--- src/rtl/iot_monitor_multi.sv ---
// iot_monitor_multi: aggregates per-channel device join/leave events into a range-checked count
// with peak tracking, sticky overflow/underflow flags and a hysteretic occupancy alarm.
module iot_monitor_multi #(
  parameter int N_CH     = 4,
  parameter int W        = 8,
  parameter bit SATURATE = 1'b1
) (
  input  logic            clk,
  input  logic            rst_n,
  input  logic            clr,
  input  logic [N_CH-1:0] change,
  input  logic [N_CH-1:0] on_off,
  input  logic [W-1:0]    thr_hi,
  input  logic [W-1:0]    thr_lo,
  output logic [W-1:0]    count,
  output logic [W-1:0]    peak,
  output logic            alarm,
  output logic            ovf,
  output logic            unf
);
  // Sum width also covers narrow counts fed by many channels (up to +/-16 per cycle).
  localparam int RW = (W > 5 ? W : 5) + 2;

  typedef enum logic {IDLE, ALARM} state_t;

  state_t        state_q, state_d;
  logic [W-1:0]  count_q, count_d, peak_q, peak_d, nxt;
  logic          ovf_q, ovf_d, unf_q, unf_d, ovf_ev, unf_ev;
  logic [4:0]    n_up, n_dn;
  logic [RW-1:0] raw;

  always_comb begin
    n_up = '0;
    n_dn = '0;
    for (int i = 0; i < N_CH; i++) begin
      n_up = n_up + 5'(change[i] & on_off[i]);
      n_dn = n_dn + 5'(change[i] & ~on_off[i]);
    end
  end

  // Two's-complement sum: sign bit flags underflow, any set bit above W flags overflow.
  assign raw    = RW'(count_q) + RW'(n_up) - RW'(n_dn);
  assign unf_ev = raw[RW-1];
  assign ovf_ev = !raw[RW-1] && (raw[RW-2:W] != '0);
  assign nxt    = !SATURATE ? raw[W-1:0] : ovf_ev ? '1 : unf_ev ? '0 : raw[W-1:0];

  always_comb begin
    count_d = clr ? '0 : nxt;
    peak_d  = clr ? '0 : (nxt > peak_q ? nxt : peak_q);
    ovf_d   = !clr && (ovf_q || ovf_ev);
    unf_d   = !clr && (unf_q || unf_ev);
  end

  // Assert condition checked first so thr_lo >= thr_hi degenerates to a plain compare.
  always_comb begin
    state_d = clr ? IDLE : nxt >= thr_hi ? ALARM : nxt <= thr_lo ? IDLE : state_q;
  end

  always_ff @(posedge clk or negedge rst_n) begin
    if (!rst_n) begin
      state_q <= IDLE;
      count_q <= '0;
      peak_q  <= '0;
      ovf_q   <= 1'b0;
      unf_q   <= 1'b0;
    end else begin
      state_q <= state_d;
      count_q <= count_d;
      peak_q  <= peak_d;
      ovf_q   <= ovf_d;
      unf_q   <= unf_d;
    end
  end

  assign count = count_q;
  assign peak  = peak_q;
  assign alarm = (state_q == ALARM);
  assign ovf   = ovf_q;
  assign unf   = unf_q;
endmodule

--- config.mk ---
export PLATFORM = sky130hd
export DESIGN_NAME = iot_monitor_multi
export DESIGN_NICKNAME = d
export VERILOG_FILES = /design/src/rtl/iot_monitor_multi.sv
export SDC_FILE = /design/constraint.sdc
export NUM_CORES = 1
export LEC_CHECK = 0
export BUFFER_PORTS_ARGS = -buffer_cell sky130_fd_sc_hd__buf_2
export CAP_MARGIN = 20
export CORE_MARGIN = 2
export CORE_UTILIZATION = 30
export CTS_BUF_LIST = sky130_fd_sc_hd__clkbuf_2
export CTS_CLUSTER_DIAMETER = 40
export CTS_CLUSTER_SIZE = 25
export DETAILED_ROUTE_END_ITERATION = 8
export GPL_ROUTABILITY_DRIVEN = 0
export GPL_TIMING_DRIVEN = 0
export MAX_ROUTING_LAYER = met4
export PLACE_DENSITY = 0.58
export SLEW_MARGIN = 20
export SYNTH_ARGS = -nofsm -noshare
export SYNTH_HDL_FRONTEND = slang
export SYNTH_SLANG_ARGS = --single-unit
export TNS_END_PERCENT = 50
--- constraint.sdc ---
create_clock -name clk -period 4.41 [get_ports clk]
set_input_delay 0.6615 -clock clk [delete_from_list [all_inputs] [get_ports clk]]
set_output_delay 0.6615 -clock clk [all_outputs]
set_load 0.01 [all_outputs]
==> results.yml <==
synthesis:
  postSynthAreaPerCell_um2: 8.774
  syn_nets: 312
  yosysWarnings: 0
  async_flop_share_pct: 100.0
  synth.distinct_cells: 43
  synth_cells: 239
  synthTopCellsByArea: "ha_1 25%, dfrtp_1 23%, inv_1 6.3%"
  synth_top_area_share_pct: 25.06
  synth_edf_count: 0
  ys_ff_latch: 19
  synthesis.area_mm2: 0.002097
  synth_ff_type: "dfrtp_1"
  synth_seq_area_share_pct: 22.67
  yosys.area.top_type: "ha_1"
worst_setup_path:
  crit_path_start_kind: "input pin"
  endpoint: "peak[4]$_DFFE_PN0P_"
  reg2reg_from: "count[1]$_DFF_PN0_"
  crit_type: "input pin to flip-flop"
  startpoint: "change[1]"
  rrSetupSlack_ns: 0.23
  crit_arrival_ns: 5.56
  reg2regPathDepth: 18
  cp-end-kind: "flip-flop"
  required_ns: 4.62
  r2r-end: "peak[4]$_DFFE_PN0P_"
  cp_max_fo: 4
run_status:
  violations: "setup timing"
  status: "finished with violations"
drt:
  dr.pass1.iters: 4
  drt_iter0_drc: 59
  routed-via-count: 1831
  drc: 0
  viasPerCell: 4.647
  routed_wl_mm: 4.665
  detail-route-antenna-nets: 0
  wl_per_cell_um: 11.84
floorplanning:
  die_y_um: 87.61
  row_count: 30
  ios: 46
  start_util_pct: 30.87
  die_area_mm2: 0.007675
  core_area_mm2: 0.006794
  die_w_um: 87.61
sta:
  hold_viol_final: 0
  setup_viol: 9
  fin_crit_sh_pct: 121.3
  rsz0062_at_grt: "yes"
  post-route-min-period_ns: 5.348
  slew_violations: 0
  layout_setup_ws_ns: -0.9380
  fmax_ghz: 0.1870
  skew_ns: 0.02425
  worst_hold_slack_ns: 0.2351
  slew_headroom_pct: 66.78
  tightest_slew_ns: 0.4982
global_routing:
  grt_use_total_pct: 13.85
  grt_pass1_vias: 1868
  grt_pass1_wl_mm: 8.342
  grt_max_degree: 20
  overflow: 0
  antenna_found_initial: 0
layout:
  layout-drive-gt1-share_pct: 33.22
  fin_nets: 372
  syn_to_final_growth_pct: 28.16
  design_area_mm2: 0.002688
  diodes: 0
min_path:
  hp-class: "input pin to asynchronous set/reset pin"
cts:
  root_buffer: "clkbuf_2"
  clock-sinks: 19
  ctsLongestPathBuffers: 2
  h-tree-depth: 1
  hold_buffers: 0
  cts_buffers: 3
  cts_tree: "yes"
  cts.clk_slew.worst_paths_ns: 0.19
  clock_latency_ns: 0.32
placement:
  io_buffer_count: 45
  post-place-ws_ns: -1.593
  placed_area_mm2: 0.002525
  dp_hpwl_mm: 3.873
run:
  maxCapViolCount: 0
==> routing by layer <==
layer | up-vias | wire, um | global-route usage, %
met3 | 2 | 183 | 2.545
met1 | 856 | 2316 | 18.31
li1 | 939 | - | -
met2 | 34 | 2151 | 23.00
met4 | 0 | 13 | 1.259
met5 | - | 0 | -
==> flip-flops by register name, indices dropped and copies added, names as in the netlist <==
signal / count
ovf: 1
peak: 8
alarm: 1
unf: 1
count: 8
==> metrics by stage <==
stage,TNS [ns],utilization (%),cells
floorplan,-8.803,-,239
global placement,-14.19,37.16,380
detailed placement,-15.28,37.16,380
CTS,-7.938,38.95,392
global route,-9.704,39.56,394
finish,-7.921,39.56,394
==> final cells by class <==
type                    instances  area [um^2]
fillers                       698         4106
multi-input cells             180         1599
flip-flops and latches         19        475.5
repair buffers                 55        314.1
inverters                      36        135.1
well taps                      96        120.1
plain buffers                   4        23.77
clock buffers                   4        20.02
==> cells by family (layout without fill, tap and decap cells) <==
| logic type | after synthesis | in the layout | synth area share, % |
|---|---|---|---|
| and+or+nand+nor | 78 | 78 | 19.33 |
| muxes | 8 | 8 | 4.237 |
| DFF | 19 | 19 | 22.67 |
| AOI/OAI and AO/OA | 44 | 44 | 15.27 |
| buffers and inverters | 40 | 99 | 7.577 |
| xor gates and xnor gates | 4 | 4 | 2.029 |
| adders and majority gates | 46 | 46 | 28.88 |
==> cells in the mapped netlist, types with 2 or more instances <==
master	n
ha_1	42
inv_1	35
nor2_1	35
dfrtp_1	19
a21oi_1	15
nor2b_1	12
mux2_2	7
nand2_1	6
o21ai_0	6
a21o_1	4
fa_1	4
nand2b_1	4
nand4_1	4
and2_1	3
nand3_1	3
o21a_1	3
xnor2_1	3
a2111oi_0	2
a31oi_1	2
and4_1	2
clkbuf_1	2
nor2_2	2
o211ai_1	2
o21ba_2	2
o22ai_1	2
==> critical path: stages <==
cell      delay, ns
buf_6          0.09
nor2b_4        0.12
fa_1           0.51
ha_4           0.29
ha_4           0.19
fa_1           0.46
inv_1          0.08
fa_2           0.21
inv_2          0.04
fa_2           0.33
nand2b_4       0.16
a211o_1        0.29
a221oi_4       0.34
and2b_2        0.29
nor2_4         0.12
ha_4           0.22
nor2b_1        0.12
o211ai_1       0.18
a21oi_1        0.10
nor2_1         0.11
nand2_2        0.09
o31ai_4        0.08
buf_6          0.17
mux2_4         0.29
==> how the worst min path moves through the flow <==
stage | to | slack (ns) | depth (start not counted)
3_3_place_gp | ovf$_DFF_PN0_ | 0.49 | 2
6_report | unf$_DFF_PN0_ | 0.24 | 1
5_1_grt | unf$_DFF_PN0_ | 0.26 | 1
4_1_cts | peak[0]$_DFFE_PN0P_ | 0.25 | 1
3_5_place_dp | ovf$_DFF_PN0_ | 0.49 | 2
2_1_floorplan | alarm$_DFFE_PN0P_ | 0.37 | 0
==> layout by cell type (no fill, tap or decap), types with 4 or more instances in the layout <==
master	synthesis	routed
buf_2	1	45
ha_1	42	39
inv_1	35	34
nor2_1	35	30
dfrtp_1	19	19
a21oi_1	15	14
nor2b_1	12	9
buf_4	0	8
mux2_4	0	7
nor2_2	2	6
nand2_1	6	5
nand4_1	4	4
a21o_1	4	4
buf_6	1	4
clkbuf_2	0	4
==> repair_timing <==
action                     4_1_cts  5_1_grt
gates cloned                     0        0
gates resized for setup         10       10
pin swaps                        5        1
setup endpoints to repair        9       14
setup buffers                    8        2
Power is not shown: default switching activity piles up to over one toggle a cycle in this logic, so the estimate is an artifact.
